[src/rtl/mips32_mc_pkg.sv]
// mips32_mc_pkg : opcodes, funct codes, FSM state and ALU op encodings for the multi-cycle core
// rev 1.0
`default_nettype none

package mips32_mc_pkg;

    localparam logic [5:0] OP_RTYPE = 6'h00;
    localparam logic [5:0] OP_J     = 6'h02;
    localparam logic [5:0] OP_JAL   = 6'h03;
    localparam logic [5:0] OP_BEQ   = 6'h04;
    localparam logic [5:0] OP_BNE   = 6'h05;
    localparam logic [5:0] OP_ADDI  = 6'h08;
    localparam logic [5:0] OP_ORI   = 6'h0D;
    localparam logic [5:0] OP_LUI   = 6'h0F;
    localparam logic [5:0] OP_LW    = 6'h23;
    localparam logic [5:0] OP_SW    = 6'h2B;

    localparam logic [5:0] FN_JR    = 6'h08;
    localparam logic [5:0] FN_ADD   = 6'h20;
    localparam logic [5:0] FN_SUB   = 6'h22;
    localparam logic [5:0] FN_AND   = 6'h24;
    localparam logic [5:0] FN_OR    = 6'h25;
    localparam logic [5:0] FN_SLT   = 6'h2A;

    typedef enum logic [2:0] {
        S_FETCH  = 3'd0,
        S_DECODE = 3'd1,
        S_EXEC   = 3'd2,
        S_MEM    = 3'd3,
        S_WB     = 3'd4,
        S_HALT   = 3'd5
    } state_t;

    typedef enum logic [2:0] {
        ALU_ADD = 3'd0,
        ALU_SUB = 3'd1,
        ALU_AND = 3'd2,
        ALU_OR  = 3'd3,
        ALU_SLT = 3'd4,
        ALU_LUI = 3'd5
    } alu_op_t;

    function automatic logic is_legal(input logic [5:0] op, input logic [5:0] fn);
        logic ok;
        ok = 1'b0;
        case (op)
            OP_RTYPE: begin
                case (fn)
                    FN_JR, FN_ADD, FN_SUB, FN_AND, FN_OR, FN_SLT: ok = 1'b1;
                    default: ok = 1'b0;
                endcase
            end
            OP_J, OP_JAL, OP_BEQ, OP_BNE, OP_ADDI,
            OP_ORI, OP_LUI, OP_LW, OP_SW: ok = 1'b1;
            default: ok = 1'b0;
        endcase
        return ok;
    endfunction

endpackage

`default_nettype wire

[src/rtl/mips32_regfile.sv]
// mips32_regfile : 32x32 GPR file, two async read ports, one sync write port, r0 fixed at zero
// rev 1.0
`default_nettype none

module mips32_regfile (
    input  logic        clk,
    input  logic        rst_n,
    input  logic        we,
    input  logic [4:0]  waddr,
    input  logic [31:0] wdata,
    input  logic [4:0]  raddr_a,
    input  logic [4:0]  raddr_b,
    output logic [31:0] rdata_a,
    output logic [31:0] rdata_b
);

    logic [31:0] regs [32];

    always_ff @(posedge clk or negedge rst_n) begin
        if (!rst_n) begin
            for (int i = 0; i < 32; i++) regs[i] <= '0;
        end else if (we && (waddr != 5'd0)) begin
            regs[waddr] <= wdata;
        end
    end

    assign rdata_a = (raddr_a == 5'd0) ? 32'd0 : regs[raddr_a];
    assign rdata_b = (raddr_b == 5'd0) ? 32'd0 : regs[raddr_b];

endmodule

`default_nettype wire

[src/rtl/mips32_multicycle.sv]
// mips32_multicycle : FETCH/DECODE/EXEC/MEM/WB MIPS32 subset core on one shared req/ready memory port
// rev 1.0
`default_nettype none

module mips32_multicycle
    import mips32_mc_pkg::*;
#(
    parameter logic [31:0] RESET_PC   = 32'h0000_0000,
    parameter int          MEM_ADDR_W = 18
) (
    input  logic                  clk,
    input  logic                  rst_n,
    output logic                  mem_req,
    output logic                  mem_we,
    output logic [MEM_ADDR_W-1:0] mem_addr,
    output logic [31:0]           mem_wdata,
    input  logic [31:0]           mem_rdata,
    input  logic                  mem_ready,
    output logic [31:0]           pc,
    output logic                  retire,
    output logic                  halted
);

    state_t      state, next_state;
    alu_op_t     alu_op;
    logic [31:0] npc, ir, a, b, alu_out, mdr;
    logic [31:0] rf_a, rf_b, rf_wdata, pc_next, alu_b, alu_res, addr_src;
    logic [4:0]  rf_waddr;
    logic        rf_we, pc_load, xfer;

    wire  [5:0]  op       = ir[31:26];
    wire  [4:0]  rs       = ir[25:21];
    wire  [4:0]  rt       = ir[20:16];
    wire  [4:0]  rd       = ir[15:11];
    wire  [5:0]  funct    = ir[5:0];
    wire  [31:0] imm_sext = {{16{ir[15]}}, ir[15:0]};
    wire  [31:0] imm_ext  = (op == OP_ORI) ? {16'h0, ir[15:0]} : imm_sext;

    assign xfer = mem_req && mem_ready;

    mips32_regfile u_rf (
        .clk     (clk),
        .rst_n   (rst_n),
        .we      (rf_we),
        .waddr   (rf_waddr),
        .wdata   (rf_wdata),
        .raddr_a (rs),
        .raddr_b (rt),
        .rdata_a (rf_a),
        .rdata_b (rf_b)
    );

    always_comb begin
        alu_op = ALU_ADD;
        case (op)
            OP_RTYPE: begin
                case (funct)
                    FN_SUB:  alu_op = ALU_SUB;
                    FN_AND:  alu_op = ALU_AND;
                    FN_OR:   alu_op = ALU_OR;
                    FN_SLT:  alu_op = ALU_SLT;
                    default: alu_op = ALU_ADD;
                endcase
            end
            OP_ORI:  alu_op = ALU_OR;
            OP_LUI:  alu_op = ALU_LUI;
            default: alu_op = ALU_ADD;
        endcase
    end

    assign alu_b = (op == OP_RTYPE) ? b : imm_ext;

    always_comb begin
        alu_res = '0;
        case (alu_op)
            ALU_ADD: alu_res = a + alu_b;
            ALU_SUB: alu_res = a - alu_b;
            ALU_AND: alu_res = a & alu_b;
            ALU_OR:  alu_res = a | alu_b;
            ALU_SLT: alu_res = ($signed(a) < $signed(alu_b)) ? 32'd1 : 32'd0;
            ALU_LUI: alu_res = {ir[15:0], 16'h0};
            default: alu_res = '0;
        endcase
    end

    always_ff @(posedge clk or negedge rst_n) begin
        if (!rst_n) state <= S_FETCH;
        else        state <= next_state;
    end

    // pc update and GPR write are both decided here so they always land on the same edge
    always_comb begin
        next_state = state;
        pc_load    = 1'b0;
        pc_next    = npc;
        rf_we      = 1'b0;
        rf_waddr   = rd;
        rf_wdata   = alu_out;
        case (state)
            S_FETCH:  if (xfer) next_state = S_DECODE;
            S_DECODE: next_state = is_legal(op, funct) ? S_EXEC : S_HALT;
            S_EXEC: begin
                case (op)
                    OP_LW, OP_SW: next_state = S_MEM;
                    OP_BEQ, OP_BNE: begin
                        next_state = S_FETCH;
                        pc_load    = 1'b1;
                        if ((a == b) == (op == OP_BEQ)) pc_next = npc + {imm_sext[29:0], 2'b00};
                    end
                    OP_J, OP_JAL: begin
                        next_state = S_FETCH;
                        pc_load    = 1'b1;
                        pc_next    = {npc[31:28], ir[25:0], 2'b00};
                        rf_we      = (op == OP_JAL);
                        rf_waddr   = 5'd31;
                        rf_wdata   = npc;
                    end
                    OP_RTYPE: begin
                        if (funct == FN_JR) begin
                            next_state = S_FETCH;
                            pc_load    = 1'b1;
                            pc_next    = a;
                        end else begin
                            next_state = S_WB;
                        end
                    end
                    default: next_state = S_WB;
                endcase
            end
            S_MEM: begin
                if (xfer) begin
                    if (op == OP_SW) begin
                        next_state = S_FETCH;
                        pc_load    = 1'b1;
                    end else begin
                        next_state = S_WB;
                    end
                end
            end
            S_WB: begin
                next_state = S_FETCH;
                pc_load    = 1'b1;
                rf_we      = 1'b1;
                rf_waddr   = (op == OP_RTYPE) ? rd : rt;
                rf_wdata   = (op == OP_LW) ? mdr : alu_out;
            end
            S_HALT:  next_state = S_HALT;
            default: next_state = S_FETCH;
        endcase
    end

    // mem_req is a flop so reset can drop it asynchronously even though state resets to FETCH
    always_ff @(posedge clk or negedge rst_n) begin
        if (!rst_n) begin
            pc      <= RESET_PC;
            npc     <= '0;
            ir      <= '0;
            a       <= '0;
            b       <= '0;
            alu_out <= '0;
            mdr     <= '0;
            mem_req <= 1'b0;
            retire  <= 1'b0;
        end else begin
            mem_req <= (next_state == S_FETCH) || (next_state == S_MEM);
            retire  <= pc_load;
            if (pc_load) pc <= pc_next;
            case (state)
                S_FETCH: if (xfer) begin
                    ir  <= mem_rdata;
                    npc <= pc + 32'd4;
                end
                S_DECODE: begin
                    a <= rf_a;
                    b <= rf_b;
                end
                S_EXEC: alu_out <= alu_res;
                S_MEM:  if (xfer && (op != OP_SW)) mdr <= mem_rdata;
                default: ;
            endcase
        end
    end

    assign addr_src  = (state == S_MEM) ? alu_out : pc;
    assign mem_addr  = mem_req ? {addr_src[MEM_ADDR_W-1:2], 2'b00} : '0;
    assign mem_we    = mem_req && (state == S_MEM) && (op == OP_SW);
    assign mem_wdata = mem_we ? b : 32'd0;
    assign halted    = (state == S_HALT);

    logic unused_addr_bits;
    assign unused_addr_bits = ^{addr_src[31:MEM_ADDR_W], addr_src[1:0]};

endmodule

`default_nettype wire

[config.mk]
export PLATFORM = sky130hd
export DESIGN_NAME = mips32_multicycle
export DESIGN_NICKNAME = d
export VERILOG_FILES = /design/src/rtl/mips32_mc_pkg.sv /design/src/rtl/mips32_regfile.sv /design/src/rtl/mips32_multicycle.sv
export SDC_FILE = /design/constraint.sdc
export NUM_CORES = 2
export LEC_CHECK = 0
export CAP_MARGIN = 40
export CORE_ASPECT_RATIO = 0.6
export CORE_MARGIN = 2
export CORE_UTILIZATION = 50
export DETAILED_ROUTE_END_ITERATION = 10
export PLACE_DENSITY = 0.69
export RECOVER_POWER = 100
export SYNTH_ARGS = -nofsm -noshare
export SYNTH_HDL_FRONTEND = slang
export SYNTH_SLANG_ARGS = --single-unit
[constraint.sdc]
create_clock -name clk -period 4.45 [get_ports clk]
set_input_delay 0.6675 -clock clk [delete_from_list [all_inputs] [get_ports clk]]
set_output_delay 0.6675 -clock clk [all_outputs]
set_load 0.02 [all_outputs]
# Word-level counts from Yosys, hierarchy flattened
# Cells that the tools add are included.
[word_totals] ff_bits=1253
[classes] n_mux=47 n_eq_ne=29 order_cmp=5 add_sub_neg=4 n_reduce_logical=22 bitwise_logic=5
[op_table] operator="$bwmux W1024" count=1
[op_table] operator="$mux W32" count=15
[op_table] operator="$bmux W32 S5" count=2
[op_table] operator="$pmux W32 S6" count=1
[op_table] operator="$demux W32 S5" count=1
[op_table] operator="$pmux W32 S3" count=1
[op_table] operator="$add A32 B32 Y32" count=2
[op_table] operator="$pmux W32 S2" count=1
[op_table] operator="$eq A6 B6 Y1 const B" count=7
[op_table] operator="$mux W18" count=2
[op_table] operator="$add A32 B3 Y32 const B" count=1
[op_table] operator="$and A32 B32 Y32" count=1
[op_table] operator="$eq A32 B32 Y1" count=1
[op_table] operator="$lt A32 B32 Y1" count=1
[op_table] operator="$or A32 B32 Y32" count=1
[op_table] operator="$sub A32 B32 Y32" count=1
[op_table] operator="$eq A6 B4 Y1 const B" count=4
[op_table] operator="$ge A6 B6 Y1 const B" count=3
[op_table] operator="$not A5 Y6" count=3
[op_table] operator="$pmux W3 S3" count=2
[op_table] operator="$eq A3 B2 Y1 const B" count=5
[op_table] operator="$mux W3" count=5
[op_table] operator="$pmux W3 S5" count=1
[op_table] operator="$eq A3 B3 Y1 const B" count=4
[op_table] operator="23 further kinds" count=46

# Logic depth before layout (Yosys ltp)
[depth] ltp_word=10 depth_mapped=21 depth_no_buf=17

# Cells and area by module
# A second synthesis with hierarchy kept.
[unflattened] cells_unflattened=5965 hier_area_um2=72773.5
[by_module_without_submodules] mod="mips32_regfile" seq_area_each_um2=25624.6 n_inst=1 area_per_inst_um2=54348.4 cells_per_inst=3664
[by_module_without_submodules] mod="mips32_multicycle" seq_area_each_um2=5730.5 n_inst=1 area_per_inst_um2=18425.2 cells_per_inst=2301

# Least setup slack after synthesis
# Ideal clock, no wire load.
[synth_path] kind="register to register" from="register ir[27]" to="register alu_out[22]" arrival_time_ns=4.382 n_path_buf=5 t_required_ns=4.313 stages_incl_launch_ff=22 synth_period_minus_slack_ns=4.519 setup_slack_ns=-0.069 cell_sequence="dfrtp_1 buf_6 or3_4 or2_1 buf_2 clkbuf_1 buf_1 nand2_1 nand2_1 inv_1 ha_1 buf_2 a21o_1 a21oi_1 o21ai_1 o311ai_2 o211ai_1 a221o_1 a31o_1 a221o_1 a222oi_1 a21oi_1"
[synth_between] elab_chain_len=5 word_cells_on_any_way=17
[synth_lines] element="from (decl)" line="mips32_multicycle.sv:26" rtl="logic [31:0] npc, ir, a, b, alu_out, mdr;"
[synth_lines] element="from (signal assigned)" line="mips32_multicycle.sv:170" rtl="ir <= mem_rdata;"
[synth_lines] element="$eq A6 B4 Y1" line="mips32_multicycle.sv:37, mips32_multicycle.sv:55"
[synth_lines] element="$mux W32" line="mips32_multicycle.sv:37" rtl="wire [31:0] imm_ext = (op == OP_ORI) ? {16'h0, ir[15:0]} : imm_sext;"
[synth_lines] element="$mux W32" line="mips32_multicycle.sv:71" rtl="assign alu_b = (op == OP_RTYPE) ? b : imm_ext;"
[synth_lines] element="$sub A32 B32 Y32, or another cell as far along" line="mips32_multicycle.sv:77" rtl="ALU_SUB: alu_res = a - alu_b;"
[synth_lines] element="$pmux W32 S6 (*)" line="mips32_multicycle.sv:75" rtl="case (alu_op)"
[synth_lines] element="to (signal assigned)" line="mips32_multicycle.sv:177" rtl="S_EXEC: alu_out <= alu_res;"
[synth_lines] element="to (decl)" line="mips32_multicycle.sv:26"
# Mark *: on every way between the ends. The rest lies on a longest branch, timed or not.
# A chain may end at the register's enable or synchronous reset.

# Worst setup path in the final report
[layout_path] from="register ir[28]" to="register u_rf.regs[842] (netlist name)"
[layout_between] elab_chain_len=10 word_cells_on_any_way=22
[layout_lines] element="$eq A6 B2 Y1 (on tied branches)" line="mips32_multicycle.sv:103, mips32_multicycle.sv:114"
[layout_lines] element="$reduce_or A2 Y1" line="mips32_multicycle.sv:103" rtl="case (op)"
[layout_lines] element="$mux W5" line="mips32_multicycle.sv:103"
[layout_lines] element="$pmux W5 S2" line="mips32_multicycle.sv:99" rtl="case (state)"
[layout_lines] element="$not A5 Y6 (implied by the code)" line="mips32_regfile.sv:23" rtl="regs[waddr] <= wdata;"
[layout_lines] element="$ge A6 B6 Y1 (implied by the code) or $lt A6 B1 Y1 (tied branches)" line="mips32_regfile.sv:23"
[layout_lines] element="$logic_and A1 B1 Y1 (implied by the code)" line="mips32_regfile.sv:23"
[layout_lines] element="$mux W32 (implied by the code)" line="mips32_regfile.sv:23"
[layout_lines] element="$demux W32 S5" line="mips32_regfile.sv:23"
[layout_lines] element="$bwmux W1024" line="mips32_regfile.sv:23"
[layout_lines] element="to (signal, indexed assignment)" line="mips32_regfile.sv:23"
[layout_lines] element="to (decl)" line="mips32_regfile.sv:17" rtl="logic [31:0] regs [32];"
# Parallel ways exist; a longest one is shown, timed or not.

==> results.yml <==
clocking:
  cts_buffer_depth: 3
  tritoncts: "done"
  cts_buffers: 115
  cts_root_buf: "clkbuf_16"
  clk_pin_slew_ns: 0.07
  htreeDepth: 3
  clkLatencyLatePin_ns: 0.78
  cts.sinks: 1253
grt:
  gr-usage-all-layers_pct: 37.6
  grt_overflow: 0
  antenna_found_initial: 9
  grt_pass1_vias: 57500
  grt_pass1_wl_um: 396000
  grt_max_degree: 127
logic_synthesis:
  synthFlopType: "dfrtp_1"
  ys_warn_count: 0
  ys_ff_latch: 1253
  ys_seq_area_share_pct: 44.8
  syn_area_per_cell_um2: 9.98
  netlist_instances: 7012
  syn-cell-area_um2: 70000
  synth-edff-count: 0
  synth_cell_types: 87
  synth-async-reset-ratio_pct: 100
critical_path:
  critical_path_class: "flip-flop to flip-flop"
  worst_setup_path_end_kind: "flip-flop"
  cp_slowest_cell: "clkbuf_2"
  cp_data_arrival_time_ns: 5.13
  cp_max_fo: 31
  path_cells: "or3_4, buf_6, buf_4, or2_0, nor2_4, clkbuf_2, nor2_4, buf_4, a21oi_2, buf_4, o21ai_0"
  crit_path_start_kind: "flip-flop"
  crit_path_max_incr_delay_ns: 0.83
  critPathLaunch: "ir[28]"
  worstReg2RegStart: "ir[28]"
  cp_common_cell: "buf_4"
  crit_required_ns: 5.08
sta:
  tightest_slew_ns: 3.65
  setup_slack_ns: -0.0499
  setup_tns_ns: -0.276
  timing.hold.ws_ns: 0.399
  layout_worst_path_cycle_share_pct: 101
  slew_headroom_pct: -143
  setup_viol_count_final: 22
  final.min_clock_period_ns: 4.50
  rsz0062_at_grt: "true"
  hold_viol_final: 0
  fmax_mhz: 222
  slew_violations: 188
  clock_skew_ns: 0.0418
route:
  antenna_left: 0
  avgViaCountPerCell: 6.70
  drc_errors: 0
  firstDrtPassIters: 10
  drt_iter0_drc: 8914
  routed_wl_um: 271000
  wire_per_inst_um: 30.0
  vias: 60500
power_and_ir_drop:
  power_frac_seq_pct: 30.4
  ir_drop_mv: 0.624
  switching_share_pct: 45.3
  power.internal_uw: 34700
  p_leak_uw: 0.0350
  combinationalPowerShare_pct: 52.5
  power.density_nw_per_um2: 784
  power.share.clock_pct: 17.1
  power_switching_uw: 28700
final_layout:
  drive_gt1_share_pct: 19.9
  fin_cells: 9026
  nets: 7267
  area_growth_pct: 15.3
status:
  status: "finished with violations"
  violations: "capacitance limit, slew limit, setup timing"
placement:
  gp_congestion: 1.02
  dp_hpwl_um: 179000
  place_inst: 8791
  place.port_buffers: 118
floorplan:
  start_util_pct: 50.3
  fp.coreArea_um2: 139000
  dieArea_um2: 143000
  io_pins: 121
  die_h_um: 294
  rows: 106
  die_w_um: 487
worst_hold_path:
  worstHoldPathType: "flip-flop to flip-flop"
  min_from: "u_rf.regs[1010]"
run:
  drv_cap: 4
==> timing repair <==
| action | in CTS | in global routing |
|---|---|---|
| endpoints found under the setup margin | 17 | 19 |
| hold buffers | 1 | 0 |
| gates resized for setup | 29 | 95 |
| gates cloned | 1 | 1 |
| endpoints found under the hold margin | 87 | 0 |
| pin swaps | 12 | 36 |
| setup buffers | 4 | 10 |
==> kinds of logic (layout without fill, tap and decap cells) <==
| family | after synthesis | count (layout) | share of synthesized area, % |
|---|---|---|---|
| XOR/XNOR | 94 | 94 | 1.18 |
| AO/OA/AOI/OAI | 2152 | 2152 | 17.7 |
| AND/OR/NAND/NOR | 1792 | 1792 | 10.6 |
| multiplexers | 806 | 806 | 18.9 |
| flip-flops | 1253 | 1253 | 44.8 |
| buffers and inverters | 776 | 952 | 4.30 |
| adder cells (fa/ha/maj) | 138 | 138 | 2.50 |
| other | 1 | 3 | 0.00536 |
==> metrics by stage <==
step	utilization, %	power [uW]	area [um^2]	worst slack (ns)
3_3_place_gp	54.6	49900	76000	-0.326
6_report	58.0	63300	80700	-0.0499
3_5_place_dp	54.7	50700	76100	-0.388
2_1_floorplan	-	37400	70000	0.00875
4_1_cts	57.8	61800	80400	0.0125
5_1_grt	58.0	66200	80700	-0.129
==> area by class of cell <==
type / instances / area, um^2
fill: 11700 / 58400
multi-input combinational: 4984 / 36600
sequential: 1253 / 31400
timing repair buffer: 631 / 5970
clock buffer: 167 / 3370
tap: 1836 / 2300
clock inverter: 45 / 696
inverter: 109 / 412
antenna: 1 / 2.50
==> state kept, by name (all words and copies together), names as in the netlist <==
name	cells
alu_out	32
state	3
u_rf.regs	1024
ir	32
npc	32
retire	1
a	32
mem_req	1
mdr	32
pc	32
b	32
==> layer usage <==
layer | part of all wire, % | GRT usage, %
met1 | 42 | 56.3
met2 | 39 | 48.6
met5 | 0.072 | 0.674
met4 | 3.7 | 12.4
met3 | 15 | 15.4
==> final timing paths <==
path                       slack [ns]  depth (start not counted)               to
max                             -0.05                         11   u_rf.regs[842]
min                              0.40                          0  u_rf.regs[1010]
max reg2reg                     -0.05                         11   u_rf.regs[842]
min reg2reg                      0.40                          0  u_rf.regs[1010]
max in group asynchronous        0.46                          3   u_rf.regs[697]
min in group asynchronous        1.56                          2   u_rf.regs[631]
==> cell usage in the layout, fill, tap and decap left out, types with 19 or more instances in the layout <==
cell type,instances
dfrtp_1,1244
nand2_1,1086
o21ai_0,1029
a21oi_1,496
mux4_2,399
buf_4,397
nor2_1,368
mux2i_1,252
mux2_2,152
o22ai_1,133
ha_1,117
clkbuf_16,116
inv_1,100
o221ai_1,100
clkdlybuf4s50_1,82
buf_12,76
nor3_1,74
xor2_1,56
a22o_1,51
a21o_1,42
and2_1,41
nand3_1,38
xnor2_1,38
dlygate4sd3_1,36
a21oi_2,34
clkbuf_1,32
clkbuf_8,30
o21a_1,29
a31oi_1,25
o21ai_1,24
nand4_1,22
a221oi_1,22
nand2b_1,19
==> cells in the mapped netlist, drive strengths merged (19+ instances only) <==
| cell type | count | area, um^2 |
|---|---|---|
| o221ai | 104 | 911 |
| mux2 | 155 | 1750 |
| mux2i | 252 | 2520 |
| o21ai | 1057 | 5290 |
| nor3 | 79 | 400 |
| nand2b | 21 | 131 |
| inv | 108 | 405 |
| dfrtp | 1253 | 31400 |
| a22o | 51 | 447 |
| nor2 | 378 | 1420 |
| nand2 | 1109 | 4160 |
| o21a | 29 | 218 |
| a31oi | 27 | 169 |
| nand3 | 51 | 255 |
| a21oi | 531 | 2660 |
| ha | 135 | 1690 |
| o22ai | 134 | 838 |
| xor2 | 56 | 490 |
| a211oi | 19 | 143 |
| mux4 | 399 | 8990 |
| nand4 | 22 | 138 |
| a221oi | 22 | 193 |
| and2 | 45 | 282 |
| a21o | 42 | 315 |
| buf | 138 | 613 |
| clkbuf | 529 | 1990 |
| xnor2 | 38 | 333 |
==> worst max-delay path: cells and delay by family, from the launching register on <==
kind / cells / cell delay [ns]
buffers and inverters: 5 / 1.82
and+or+nand+nor: 4 / 1.67
DFF: 1 / 0.38
AOI/OAI and AO/OA: 2 / 0.43
==> power by group through the flow <==
| stage | Combinational [uW] | Clock, uW | Sequential (uW) |
|---|---|---|---|
| floorplan | 19700 | 0 | 17600 |
| global placement | 30900 | 0 | 19100 |
| detailed placement | 31500 | 0 | 19200 |
| CTS | 31800 | 10900 | 19000 |
| global route | 35200 | 11400 | 19600 |
| finish | 33200 | 10900 | 19200 |
Note: power is estimated with default switching activity, not from simulation.
